File: src/rtl/logs_iter_seq_if.sv
// Handshake bundle between the r-sweep logic (master) and the logistic-map sequencer (slave).
interface logs_iter_seq_if #(
    parameter int FRAC = 8
);
    logic            step;
    logic [FRAC+1:0] r;
    logic [FRAC-1:0] x;
    logic            next_ready;
    logic            busy;

    modport master (output step, r, input x, next_ready, busy);
    modport slave  (input step, r, output x, next_ready, busy);
endinterface

File: src/rtl/logs_iter_seq.sv
// Logistic-map sequencer: x <- r*x*(1-x) using one shared LSB-first shift-add multiplier,
// two FRAC-cycle multiply phases per step, reseeding on the zero fixed point.
module logs_iter_seq #(
    parameter int FRAC   = 8,
    parameter int X_SEED = 128
) (
    input  logic           clk,
    input  logic           reset,
    logs_iter_seq_if.slave bus
);
    localparam int AW = 2*FRAC + 2;
    localparam int MW = FRAC + 2;
    localparam int CW = $clog2(FRAC);

    typedef enum logic [1:0] {S_IDLE, S_MUL1, S_MUL2} state_t;

    state_t          r_state;
    state_t          w_state_nxt;
    logic [AW-1:0]   r_acc;
    logic [MW-1:0]   r_mcand;
    logic [FRAC-1:0] r_mplier;
    logic [MW-1:0]   r_rq;
    logic [CW-1:0]   r_cnt;
    logic [FRAC-1:0] r_x;
    logic            r_nrdy;

    logic            w_last;
    logic            w_busy;
    logic [FRAC:0]   w_compl;
    logic [AW-1:0]   w_addend;
    logic [AW-1:0]   w_acc_nxt;
    logic [FRAC-1:0] w_res;

    assign w_last  = (r_cnt == CW'(FRAC-1));
    assign w_compl = {1'b1, {FRAC{1'b0}}} - {1'b0, bus.x};

    // (acc + m<<FRAC) >> 1 == (acc >> 1) + m<<(FRAC-1) because m<<FRAC is even
    assign w_addend  = r_mplier[0] ? {1'b0, r_mcand, {(FRAC-1){1'b0}}} : '0;
    assign w_acc_nxt = (r_acc >> 1) + w_addend;
    assign w_res     = w_acc_nxt[2*FRAC-1:FRAC];

    always_ff @(posedge clk) begin
        if (reset) r_state <= S_IDLE;
        else       r_state <= w_state_nxt;
    end

    always_comb begin
        w_state_nxt = r_state;
        unique case (r_state)
            S_IDLE:  if (bus.step) w_state_nxt = S_MUL1;
            S_MUL1:  if (w_last)   w_state_nxt = S_MUL2;
            S_MUL2:  if (w_last)   w_state_nxt = S_IDLE;
            default:               w_state_nxt = S_IDLE;
        endcase
    end

    always_comb begin
        w_busy = (r_state != S_IDLE);
    end

    always_ff @(posedge clk) begin
        if (reset) begin
            r_acc    <= '0;
            r_mcand  <= '0;
            r_mplier <= '0;
            r_rq     <= '0;
            r_cnt    <= '0;
            r_x      <= FRAC'(X_SEED);
            r_nrdy   <= 1'b0;
        end else begin
            r_nrdy <= 1'b0;
            unique case (r_state)
                S_IDLE: begin
                    if (bus.step) begin
                        r_rq     <= bus.r;
                        r_mplier <= bus.x;
                        r_mcand  <= {1'b0, w_compl};
                        r_acc    <= '0;
                        r_cnt    <= '0;
                    end
                end
                S_MUL1: begin
                    r_acc    <= w_acc_nxt;
                    r_mplier <= r_mplier >> 1;
                    r_cnt    <= r_cnt + CW'(1);
                    if (w_last) begin
                        // a = x(1-x) becomes the multiplier, r the multiplicand
                        r_mplier <= w_res;
                        r_mcand  <= r_rq;
                        r_acc    <= '0;
                        r_cnt    <= '0;
                    end
                end
                S_MUL2: begin
                    r_acc    <= w_acc_nxt;
                    r_mplier <= r_mplier >> 1;
                    r_cnt    <= r_cnt + CW'(1);
                    if (w_last) begin
                        r_x    <= (w_res == '0) ? FRAC'(X_SEED) : w_res;
                        r_nrdy <= 1'b1;
                        r_cnt  <= '0;
                    end
                end
                default: r_cnt <= '0;
            endcase
        end
    end

    assign bus.x          = r_x;
    assign bus.next_ready = r_nrdy;
    assign bus.busy       = w_busy;
endmodule

File: src/flat_wrapper.sv
// flat-port wrapper written by rule: the top's interface ports become plain ports
module logs_iter_seq_flat 
#(
    parameter int FRAC   = 8,
    parameter int X_SEED = 128
)
  (clk, reset, bus_step, bus_r, bus_x, bus_next_ready, bus_busy);
  logs_iter_seq_if #(.FRAC(FRAC)) bus_i ();
  input  logic clk;
  input  logic reset;
  input wire logic [$bits(bus_i.step)-1:0] bus_step;
  input wire logic [$bits(bus_i.r)-1:0] bus_r;
  output wire logic [$bits(bus_i.x)-1:0] bus_x;
  output wire logic [$bits(bus_i.next_ready)-1:0] bus_next_ready;
  output wire logic [$bits(bus_i.busy)-1:0] bus_busy;
  assign bus_i.step = bus_step;
  assign bus_i.r = bus_r;
  assign bus_x = bus_i.x;
  assign bus_next_ready = bus_i.next_ready;
  assign bus_busy = bus_i.busy;
  logs_iter_seq #(.FRAC(FRAC), .X_SEED(X_SEED)) u_core (.clk(clk), .reset(reset), .bus(bus_i));
endmodule
File: config.mk
export PLATFORM = sky130hd
export DESIGN_NAME = logs_iter_seq_flat
export DESIGN_NICKNAME = d
export VERILOG_FILES = /design/src/rtl/logs_iter_seq_if.sv /design/src/rtl/logs_iter_seq.sv /design/src/flat_wrapper.sv
export SDC_FILE = /design/constraint.sdc
export NUM_CORES = 1
export LEC_CHECK = 0
export ABC_AREA = 1
export CAP_MARGIN = 20
export CORE_ASPECT_RATIO = 1.2
export CORE_MARGIN = 4
export CORE_UTILIZATION = 50
export DETAILED_ROUTE_END_ITERATION = 8
export DONT_BUFFER_PORTS = 1
export SLEW_MARGIN = 20
export SYNTH_ARGS = -nofsm -noshare
export SYNTH_HDL_FRONTEND = slang
export SYNTH_SLANG_ARGS = --single-unit
File: constraint.sdc
create_clock -name clk -period 5.37 [get_ports clk]
set_input_delay 1.074 -clock clk [delete_from_list [all_inputs] [get_ports clk]]
set_output_delay 1.074 -clock clk [all_outputs]
set_load 0.05 [all_outputs]
== After elaboration in Yosys (flattened, before gate mapping) ==
Index checks and enable logic that the tools add are counted.

* Flip-flop bits (word level): 60
* Output and inout port bits: 10

* Add/subtract/negate cells: 3
* Eq/ne operators: 6
* Mux-type cells: 19
* Bitwise logic cells: 1
* Reduce and logical (&&, ||, !) cells: 12

{| class="wikitable"
|+ Operators by type and width
! kind !! count
|-
| $pmux 18 s3 || 1
|-
| $mux 18 || 2
|-
| $mux 8 || 3
|-
| $pmux 8 s3 || 1
|-
| $mux 10 || 2
|-
| $pmux 10 s2 || 1
|-
| $add 17x18->18 || 1
|-
| $mux 17 || 1
|-
| $sub 9x8->9 const A || 1
|-
| $logic_not 8->1 || 1
|-
| $mux 2 || 3
|-
| $mux 3 || 2
|-
| $pmux 2 s3 || 1
|-
| $pmux 3 s2 || 1
|-
| $reduce_and 2->1 || 3
|-
| $reduce_and 3->1 || 2
|-
| $ne 2x1->1 const B || 2
|-
| $reduce_bool 2->1 || 2
|-
| $reduce_or 2->1 || 2
|-
| $add 3x1->3 const B || 1
|-
| $eq 3x3->1 const B || 1
|-
| $reduce_bool 3->1 || 1
|-
| $eq 2x1->1 const B || 1
|-
| $eq 2x2->1 const B || 1
|-
| 4 further kinds || 4
|}

== Longest topological paths before layout ==
* Depth after elaboration: 4
* Mapped depth: 15
* Gate-level depth less buffers: 15

== Least setup slack after synthesis ==
Ideal clock, no wire load.

* Kind: flip-flop to output port
* Start point: register u_core.r_state[0]
* End point: output port bus_busy
* Arrival time: 0.859 ns
* Path slack: 3.437 ns
* Cell stages (with the launch flop): 4
* Buffers on the path: 0
* Path through: dfxtp_1 > inv_1 > ha_1 > inv_2

* Word-level cells in the longest chain between the ends: 1

{| class="wikitable"
|+ Ends and longest elaborated chain
! what !! line !! text
|-
| from (decl) || logs_iter_seq.sv:17 || <nowiki>state_t r_state;</nowiki>
|-
| from (signal assigned) || logs_iter_seq.sv:44 || <nowiki>else r_state <= w_state_nxt;</nowiki>
|-
| $reduce_bool 2->1 || logs_iter_seq.sv:58 || <nowiki>w_busy = (r_state != S_IDLE);</nowiki>
|-
| to (decl) || flat_wrapper.sv:15 || <nowiki>output wire logic [$bits(bus_i.busy)-1:0] bus_busy;</nowiki>
|}

No other way between the ends.

== Worst setup path after layout ==
* Start point: register u_core.r_state[0]
* End point: register u_core.r_mplier[0]

* Word-level cells in the longest chain between the ends: 3
* Elaborated cells between the ends (all ways): 7
* Those cells by class: eq/ne: 3; mux: 1; reduce/logical: 3

{| class="wikitable"
|+ Ends and longest elaborated chain
! what !! line !! text
|-
| $eq 2x1->1 (tied with other cells) || logs_iter_seq.sv:72 || <nowiki>unique case (r_state)</nowiki>
|-
| $reduce_bool 3->1 (no line) / $ne 2x2->1 (equally long branches) || - ||
|-
| $reduce_and 2->1 (no line) || - ||
|-
| to (signal assigned) || logs_iter_seq.sv:76 || <nowiki>r_mplier <= bus.x;</nowiki>
|-
| to (signal assigned) || logs_iter_seq.sv:84 || <nowiki>r_mplier <= r_mplier >> 1;</nowiki>
|-
| to (signal assigned) || logs_iter_seq.sv:88 || <nowiki>r_mplier <= w_res;</nowiki>
|-
| to (decl) || logs_iter_seq.sv:21 || <nowiki>logic [FRAC-1:0] r_mplier;</nowiki>
|}

Several ways; a longest one is shown, not always the timed one.
A chain may end at the register's enable or synchronous reset.

==> results.sh <==
export IMPL_drive_above_1_share_pct=5.104
export IMPL_h_tree_depth=2
export IMPL_port_buffers=0
export IMPL_syn_area_um2=2905
export IMPL_yosysWarnings=0
export IMPL_grt_pass1_wl_um=12000
export IMPL_arrival_ps=2720
export IMPL_clock_latency_ps=310
export IMPL_outcome="complete, no violations"
export IMPL_synth_edf_count=0
export IMPL_hold_ws_ps=465.8
export IMPL_async_flop_share_pct=0
export IMPL_p_total_mw=0.7978
export IMPL_grt_max_degree=29
export IMPL_rsz0062_at_grt="no"
export IMPL_dp_cells=487
export IMPL_multi_input_area_um2=1564
export IMPL_crit_type="reg2reg"
export IMPL_post_cts_buffers=0
export IMPL_synth_area_top_cells="dfxtp_1, nand2_1, a21oi_1"
export IMPL_grt_usage_pct=21.09
export IMPL_dominantRegCellSynth="dfxtp_1"
export IMPL_fin_crit_ps=2458
export IMPL_p_leak_nw=1.439
export IMPL_grt_overflow_total=0
export IMPL_post_route_period_util_pct=45.78
export IMPL_cts_tree="done"
export IMPL_crit_path_end_kind="flop"
export IMPL_worstMarginPinSlew_ps=783.7
export IMPL_vias=2662
export IMPL_cp_cell_sequence="inv_1, ha_1, inv_2, nor2_2, nor2_1, nand3_1, inv_2, a22oi_1, o21ai_0, nand2_1, inv_1"
export IMPL_setup_violations=0
export IMPL_power_density_nw_per_um2=264.1
export IMPL_gp_congestion=0.8118
export IMPL_grt_pass1_vias=2468
export IMPL_crit_path_max_incr_delay_ps=610
export IMPL_ctsHoldBuffers=0
export IMPL_postCtsResizedCells=0
export IMPL_nets=461
export IMPL_final_antenna_net_count=0
export IMPL_rows=30
export IMPL_drt_wirelength_per_cell_um=14.32
export IMPL_crit_required_ps=5630
export IMPL_ios=23
export IMPL_fin_area_um2=3020
export IMPL_dr_max_layer_used="met4"
export IMPL_fin_cells=495
export IMPL_maxSlewHeadroom_pct=47.56
export IMPL_dr_wl_met2_um=3366
export IMPL_die_w_um=77.59
export IMPL_drt_wl_total_um=7087
export IMPL_cp_slowest_cell="nor2_1"
export IMPL_drv_slew=0
export IMPL_die_y_um=91.50
export IMPL_start_kind="flop"
export IMPL_dieArea_um2=7099
export IMPL_hp_class="reg2reg"
export IMPL_post_drt_via_cell_ratio=5.378
export IMPL_final_cell_mix="nand2_1, inv_1, a21oi_1"
export IMPL_root_buffer="clkbuf_8"
export IMPL_synth_nets=467
export IMPL_hold_violations=0
export IMPL_yosys_area_top_type="dfxtp_1"
export IMPL_clk_path_buf_depth=2
export IMPL_antenna_found_initial=0
export IMPL_fp_coreArea_um2=5630
export IMPL_detail_route_iter0_violations=170
export IMPL_syn_inst=436
export IMPL_placed_area_um2=2924
export IMPL_utilization_pct=53.64
export IMPL_netlist_area_leader_share_pct=35.83
export IMPL_drc_errors=0
export IMPL_setup_ws_ps=2912
export IMPL_area_growth_pct=3.962
export IMPL_setup_tns_ps=0
export IMPL_drv_cap=0
export IMPL_yosysUniqueCellTypes=31
export IMPL_crit_fanout=11
export IMPL_antenna_cells=0
export IMPL_place_ws_ps=2887
export IMPL_regArea_um2=1041
export IMPL_num_fill_cells=586
export IMPL_cts_sinks=52
export IMPL_layout_commonest_cell="nand2_1"
export IMPL_ir_drop_v=0.0002077
export IMPL_yosys_register_bits=52
export IMPL_dp_hpwl_um=5402
export IMPL_numCtsBuffers=5
export IMPL_path_clk_slew_ps=90
export IMPL_clock_skew_ps=6.903
export IMPL_ys_seq_area_share_pct=35.83
export IMPL_syn_avg_cell_area_um2=6.664
export IMPL_initial_core_util_pct=51.60
export IMPL_fmax_ghz=0.4068
export IMPL_met3_length_um=363
export IMPL_ff2ff_setup_slack_ps=2910
export IMPL_dr_pass1_iters=4
export IMPL_met1_length_um=3188
[report_power, final]
group	switching, mW	internal [mW]
combinational	0.0883	0.0368
clock	0.132	0.106
sequential	0.0195	0.415
[registers in the layout (all words and copies together) (netlist names)]
register	flops
u_core.r_acc	10
u_core.r_mcand	10
u_core.r_rq	10
u_core.bus.x	8
u_core.r_mplier	8
u_core.r_cnt	3
u_core.r_state	2
u_core.bus.next_ready	1
[path summary, 6_finish.rpt]
path / start / cells past startpoint / end
hold reg to reg: u_core.r_mplier[2] / 2 / u_core.r_mplier[2]
hold / removal: u_core.r_mplier[2] / 2 / u_core.r_mplier[2]
setup reg to reg: u_core.r_state[0] / 11 / u_core.r_mplier[0]
setup / recovery: u_core.r_state[0] / 11 / u_core.r_mplier[0]
[critical path, delay by kind of cell, from the launching register on]
| family | cells | cell delay [ps] |
|---|---|---|
| adders and majority gates | 1 | 260 |
| DFF | 1 | 370 |
| AOI/OAI and AO/OA | 2 | 190 |
| and+or+nand+nor | 4 | 960 |
| buffers and inverters | 4 | 620 |
[routing by layer]
layer / vias up / GRT usage (%)
met1: 1185 / 26.93
met5: - / 0
met3: 13 / 3.671
li1: 1398 / -
met2: 66 / 34.64
met4: 0 / 8.902
[cells in the mapped netlist, types with 2 or more instances]
library cell,number
a21oi_2,2
a31oi_1,5
a211oi_1,2
nor2_1,40
nand2_1,110
a21oi_1,54
ha_1,17
clkbuf_1,9
nand3_2,2
nand4_1,2
inv_2,6
nand3_1,22
nand3b_1,3
dfxtp_1,52
a22oi_1,3
o21ai_0,37
inv_1,55
nor3_1,2
[cell type report]
class                   count  area share, %
clock inverters             2         0.4557
clock buffers               6          2.734
multi-input cells         308          51.78
inverters                  63          7.912
flip-flops and latches     52          34.47
well taps                  64          2.651
[logic make-up after synthesis]
kind of cell               count (synthesis)  synth area share [%]
and+or+nand+nor                          183                 26.01
AOI/OAI and AO/OA                        106                 19.51
buffers and inverters                     76                 10.34
DFF                                       52                 35.83
adders and majority gates                 18                 8.010
xor gates and xnor gates                   1                0.3015
No activity file was read; power rests on OpenSTA's default activity.
